[src/rtl/mem_ctrl_pkg.sv]
// mem_ctrl_pkg: shared encodings for the byte-serial memory port controller
package mem_ctrl_pkg;
  typedef enum logic [1:0] {W_BYTE = 2'b00, W_HALF = 2'b01, W_WORD = 2'b10} width_e;
  typedef enum logic [1:0] {S_IDLE, S_READ, S_WRITE, S_DONE} state_e;
  typedef enum logic {OWN_IF, OWN_LS} owner_e;
  localparam logic [1:0] IO_REGION_DEF = 2'b11;
  function automatic logic [2:0] width_len(input logic [1:0] w);
    return w == W_BYTE ? 3'd1 : w == W_HALF ? 3'd2 : 3'd4;
  endfunction
endpackage

[src/rtl/mem_ctrl.sv]
// mem_ctrl: arbitrates fetch and load/store onto the byte-wide RAM/IO port,
// moving each access as little-endian byte transfers and pulsing valid once done
module mem_ctrl
  import mem_ctrl_pkg::*;
#(
  parameter logic [1:0] IO_REGION = IO_REGION_DEF
) (
  input  logic        clockIn,
  input  logic        resetIn,
  input  logic        readyIn,
  input  logic        clearIn,
  input  logic        ifFlagIn,
  input  logic [31:0] ifAddrIn,
  output logic        ifValidOut,
  output logic [31:0] ifDataOut,
  input  logic        lsFlagIn,
  input  logic        lsWriteIn,
  input  logic [1:0]  lsWidthIn,
  input  logic [31:0] lsAddrIn,
  input  logic [31:0] lsDataIn,
  output logic        lsValidOut,
  output logic [31:0] lsDataOut,
  input  logic [7:0]  memDataIn,
  output logic [7:0]  memDataOut,
  output logic [31:0] memAddrOut,
  output logic        memWrOut,
  input  logic        ioFullIn
);
  state_e      state_q, state_d;
  owner_e      owner_q, owner_d;
  logic [2:0]  cnt_q, cnt_d, len_q, len_d;
  logic        issued_q, issued_d;
  logic [31:0] addr_q, addr_d, wdata_q, wdata_d, rbuf_q, rbuf_d;
  logic [31:0] ifdata_q, ifdata_d, lsdata_q, lsdata_d;
  logic [31:0] asm_w;
  logic [1:0]  lane;
  logic        ls_go, stall;

  // a flushed load must not be accepted in the same cycle as the flush
  assign ls_go = lsFlagIn && !(clearIn && !lsWriteIn);
  assign stall = ioFullIn && addr_q[17:16] == IO_REGION;
  assign lane = cnt_q[1:0] - 2'd1;
  assign ifValidOut = state_q == S_DONE && readyIn && owner_q == OWN_IF;
  assign lsValidOut = state_q == S_DONE && readyIn && owner_q == OWN_LS;
  assign ifDataOut = ifdata_q;
  assign lsDataOut = lsdata_q;

  // the byte issued last cycle lands in its lane now, independent of readyIn
  always_comb begin
    asm_w = rbuf_q;
    if (issued_q) asm_w[{lane, 3'b000} +: 8] = memDataIn;
  end

  always_comb begin
    state_d = state_q;
    owner_d = owner_q;
    cnt_d = cnt_q;
    len_d = len_q;
    issued_d = 1'b0;
    addr_d = addr_q;
    wdata_d = wdata_q;
    rbuf_d = asm_w;
    ifdata_d = ifdata_q;
    lsdata_d = lsdata_q;
    memWrOut = 1'b0;
    memAddrOut = '0;
    memDataOut = '0;
    case (state_q)
      S_IDLE: if (readyIn && (ls_go || ifFlagIn)) begin
        owner_d = ls_go ? OWN_LS : OWN_IF;
        addr_d = ls_go ? lsAddrIn : ifAddrIn;
        len_d = ls_go ? width_len(lsWidthIn) : 3'd4;
        wdata_d = lsDataIn;
        cnt_d = '0;
        rbuf_d = '0;
        state_d = ls_go && lsWriteIn ? S_WRITE : S_READ;
      end
      S_READ: begin
        memAddrOut = cnt_q < len_q ? addr_q + 32'(cnt_q) : '0;
        if (clearIn && owner_q == OWN_LS) state_d = S_IDLE;
        else if (readyIn && cnt_q < len_q) begin
          issued_d = 1'b1;
          cnt_d = cnt_q + 3'd1;
        end else if (readyIn) begin
          state_d = S_DONE;
          ifdata_d = owner_q == OWN_IF ? asm_w : ifdata_q;
          lsdata_d = owner_q == OWN_LS ? asm_w : lsdata_q;
        end
      end
      S_WRITE: begin
        memAddrOut = addr_q + 32'(cnt_q);
        memDataOut = wdata_q[{cnt_q[1:0], 3'b000} +: 8];
        if (readyIn && !stall) begin
          memWrOut = 1'b1;
          cnt_d = cnt_q + 3'd1;
          state_d = cnt_q + 3'd1 == len_q ? S_DONE : S_WRITE;
        end
      end
      S_DONE: state_d = readyIn ? S_IDLE : S_DONE;
      default: state_d = S_IDLE;
    endcase
  end

  always_ff @(posedge clockIn) begin
    if (resetIn) begin
      state_q <= S_IDLE;
      owner_q <= OWN_IF;
      cnt_q <= '0;
      len_q <= '0;
      issued_q <= 1'b0;
      addr_q <= '0;
      wdata_q <= '0;
      rbuf_q <= '0;
      ifdata_q <= '0;
      lsdata_q <= '0;
    end else begin
      state_q <= state_d;
      owner_q <= owner_d;
      cnt_q <= cnt_d;
      len_q <= len_d;
      issued_q <= issued_d;
      addr_q <= addr_d;
      wdata_q <= wdata_d;
      rbuf_q <= rbuf_d;
      ifdata_q <= ifdata_d;
      lsdata_q <= lsdata_d;
    end
  end
endmodule

[config.mk]
export PLATFORM = sky130hd
export DESIGN_NAME = mem_ctrl
export DESIGN_NICKNAME = d
export VERILOG_FILES = /design/src/rtl/mem_ctrl_pkg.sv /design/src/rtl/mem_ctrl.sv
export SDC_FILE = /design/constraint.sdc
export NUM_CORES = 1
export LEC_CHECK = 0
export BUFFER_PORTS_ARGS = -buffer_cell sky130_fd_sc_hd__buf_2
export CELL_PAD_IN_SITES_DETAIL_PLACEMENT = 0
export CELL_PAD_IN_SITES_GLOBAL_PLACEMENT = 2
export CORE_MARGIN = 5
export CORE_UTILIZATION = 32
export DETAILED_ROUTE_END_ITERATION = 6
export GPL_TIMING_DRIVEN = 0
export PLACE_DENSITY_LB_ADDON = 0.1
export SYNTH_ARGS = -nofsm -noshare
export SYNTH_HDL_FRONTEND = slang
export SYNTH_SLANG_ARGS = --single-unit
[constraint.sdc]
create_clock -name clockIn -period 4.2 [get_ports clockIn]
set_input_delay 0.42 -clock clockIn [delete_from_list [all_inputs] [get_ports clockIn]]
set_output_delay 0.42 -clock clockIn [all_outputs]
set_load 0.005 [all_outputs]
==> flow_metrics.env <==
export IMPL_required_ns=3.78
export IMPL_fp_row_count=56
export IMPL_leakage_nw=3.91
export IMPL_syn_to_final_growth_pct=28.2
export IMPL_yosysUniqueCellTypes=53
export IMPL_clkTransAtPathRegs_ns=0.07
export IMPL_drt_vias_per_instance=4.89
export IMPL_worst_slew_pin_slew_ns=1.07
export IMPL_cts_setup_buffers=0
export IMPL_path_class="flop to output pin"
export IMPL_synth_area_leaders="dfxtp_1, nor2_1, nand2_1"
export IMPL_max_vdd_ir_drop_mv=0.218
export IMPL_drive_above_1_share_pct=24.8
export IMPL_final_core_util_pct=41.4
export IMPL_fillCellCount=2497
export IMPL_cp_end_kind="output pin"
export IMPL_die_area_mm2=0.0266
export IMPL_synth_edf_count=0
export IMPL_nNetsFinal=1264
export IMPL_wl_per_cell_um=17.5
export IMPL_diodes=0
export IMPL_grt_max_degree=17
export IMPL_first_pass_iters=4
export IMPL_ys_seq_area_share_pct=45.3
export IMPL_cts_max_path_buffers=2
export IMPL_synth_top_area_cell="dfxtp_1"
export IMPL_via_count=7164
export IMPL_power_density_mw_per_mm2=511
export IMPL_io_buffers=219
export IMPL_final_setup_viol_count=0
export IMPL_cts_root_buf="clkbuf_16"
export IMPL_dr_first_iter_drc_count=255
export IMPL_start_util_pct=32.3
export IMPL_core_area_mm2=0.0233
export IMPL_antenna_left=0
export IMPL_ys_warn_count=0
export IMPL_gp_congestion=0.797
export IMPL_pin_count=221
export IMPL_worst_setup_path_start_kind="flop"
export IMPL_ys_flop_type="dfxtp_1"
export IMPL_crit_start="cnt_q[0]$_SDFFE_PP0P_"
export IMPL_synth_seq_cells=170
export IMPL_fmax_ghz=0.260
export IMPL_dp_hpwl_um=19800
export IMPL_p_seq_share_pct=40.6
export IMPL_clock_latency_ns=0.43
export IMPL_status="complete, no violations"
export IMPL_postCtsHoldBufs=0
export IMPL_critPathArrivalTime_ns=3.42
export IMPL_min_from="lsDataIn[18]"
export IMPL_grt_overflow_total=0
export IMPL_min_period_over_period_pct=91.4
export IMPL_ctsHtreeMaxLevel=4
export IMPL_synth_top_area_share_pct=45.3
export IMPL_r2r_start="cnt_q[1]$_SDFFE_PP0P_"
export IMPL_syn_area_mm2=0.00751
export IMPL_wl_um=25600
export IMPL_synth_area_per_cell_um2=8.39
export IMPL_syn_num_nets=1026
export IMPL_drc_errors=0
export IMPL_rsz0062_at_grt="no"
export IMPL_grt_pass1_vias=7218
export IMPL_cts_resized_gates=0
export IMPL_clkSinkCount=170
export IMPL_die_w_um=163
export IMPL_postSynth_asyncResetShare_pct=0
export IMPL_layout_min_cycle_time_ns=3.84
export IMPL_power_switching_mw=1.64
export IMPL_swShare_pct=33.4
export IMPL_die_h_um=163
export IMPL_numCtsBuffers=17
export IMPL_antenna_found_initial=4
export IMPL_hold_viol_final=0
export IMPL_cts_tree="yes"
export IMPL_slew_headroom_pct=28.1
export IMPL_internal_power_mw=3.28
export IMPL_postSynthCellCount=895
export IMPL_synth_most_common_cell="nor2_1"
export IMPL_worstPathMaxFanout=10
export IMPL_grt_usage_pct=19.2
export IMPL_setup_tns_ns=0
export IMPL_combPwrFrac_pct=25.0
export IMPL_finClkSkew_ns=0.00906
export IMPL_cap_violations=0
export IMPL_hp_class="input pin to flop"
export IMPL_slew_viol_final=0
export IMPL_grt_pass1_wl_um=40200
export IMPL_p_clk_share_pct=34.4
export IMPL_synth_commonest_cells="nor2_1, dfxtp_1, nand2_1"
-- routing by layer --
metal	global-route usage [%]	wire (um)	up-vias
met2	32.2	12200	172
li1	-	-	3628
met1	25.1	11500	3324
met3	4.26	1410	32
met4	5.38	416	8
met5	0	54	-
-- layout make-up --
type | count | area (um^2) | area share [%]
Tap cell | 319 | 399 | 4.14
Multi-Input combinational cell | 646 | 3790 | 39.4
Clock inverter | 13 | 180 | 1.87
Buffer | 63 | 256 | 2.66
Sequential cell | 170 | 3400 | 35.3
Clock buffer | 19 | 443 | 4.60
Inverter | 16 | 60.1 | 0.624
Timing Repair Buffer | 219 | 1100 | 11.4
-- stage by stage --
| stage | cells | cell area, um^2 | hold WS [ns] | power [mW] | worst slack [ns] |
|---|---|---|---|---|---|
| final | 1465 | 9630 | 0.221 | 4.92 | 0.359 |
| after global routing | 1465 | 9630 | 0.214 | 5.23 | 0.00290 |
| after CTS | 1465 | 9630 | 0.203 | 4.98 | 0.270 |
| after detailed placement | 1433 | 9010 | 0.447 | 3.29 | 0.737 |
| after global placement | 1433 | 9010 | 0.440 | 3.28 | 0.721 |
| after floorplan | 895 | 7510 | 0.433 | 2.82 | 1.67 |
-- logic make-up after synthesis --
logic type	Yosys count	synth area share (%)
and+or+nand+nor	391	22.2
AOI/OAI and AO/OA	196	18.9
DFF	170	45.3
buffers and inverters	79	4.21
xor gates and xnor gates	31	3.61
adders and majority gates	17	2.93
muxes	11	2.80
-- final timing paths --
check / end / slack [ns] / cells past startpoint
max: memAddrOut[15] / 0.36 / 10
min: wdata_q[18]$_SDFFE_PP0P_ / 0.22 / 3
max reg2reg: ifDataOut[9]$_SDFFE_PP0P_ / 0.81 / 8
min reg2reg: wdata_q[3]$_SDFFE_PP0P_ / 0.46 / 2
-- cells in the final DEF, fill, tap and decap left out, types with 4 or more instances in the layout --
cell / n
buf_2: 234
nor2_1: 173
dfxtp_1: 170
nand2_1: 154
a211oi_1: 65
clkbuf_1: 41
a21oi_1: 40
a311oi_1: 33
a22oi_1: 32
xor2_1: 21
clkbuf_16: 17
inv_1: 16
ha_1: 16
nand3_1: 11
nand4_1: 11
xnor2_1: 10
and2_1: 9
mux4_2: 8
buf_1: 7
nor3_1: 6
o21ai_0: 6
nand2b_1: 5
nor4_1: 4
inv_6: 4
-- sequential cells by signal (all words and copies together), names as in the netlist --
| signal | count |
|---|---|
| rbuf_q | 32 |
| issued_q | 1 |
| lsDataOut | 32 |
| ifDataOut | 32 |
| addr_q | 32 |
| wdata_q | 32 |
| owner_q | 1 |
| cnt_q | 3 |
| state_q | 2 |
| len_q | 3 |
-- power by group through the flow --
stage          Clock [mW]  Combinational (mW)  Sequential, mW
2_1_floorplan           0               0.821            1.99
3_3_place_gp            0                1.25            2.03
3_5_place_dp            0                1.25            2.04
4_1_cts              1.73                1.26            2.00
5_1_grt              1.80                1.40            2.03
6_report             1.69                1.23            2.00
-- critical path: stages (launching register included) --
cell	delay, ns
dfxtp_1	0.53
buf_2	0.42
inv_1	0.20
ha_1	0.23
nand2b_1	0.17
a21oi_1	0.22
nor2_1	0.06
o21ai_1	0.33
clkbuf_1	0.49
nor2_1	0.17
buf_2	0.17
Power figures use the tool's default switching activity.
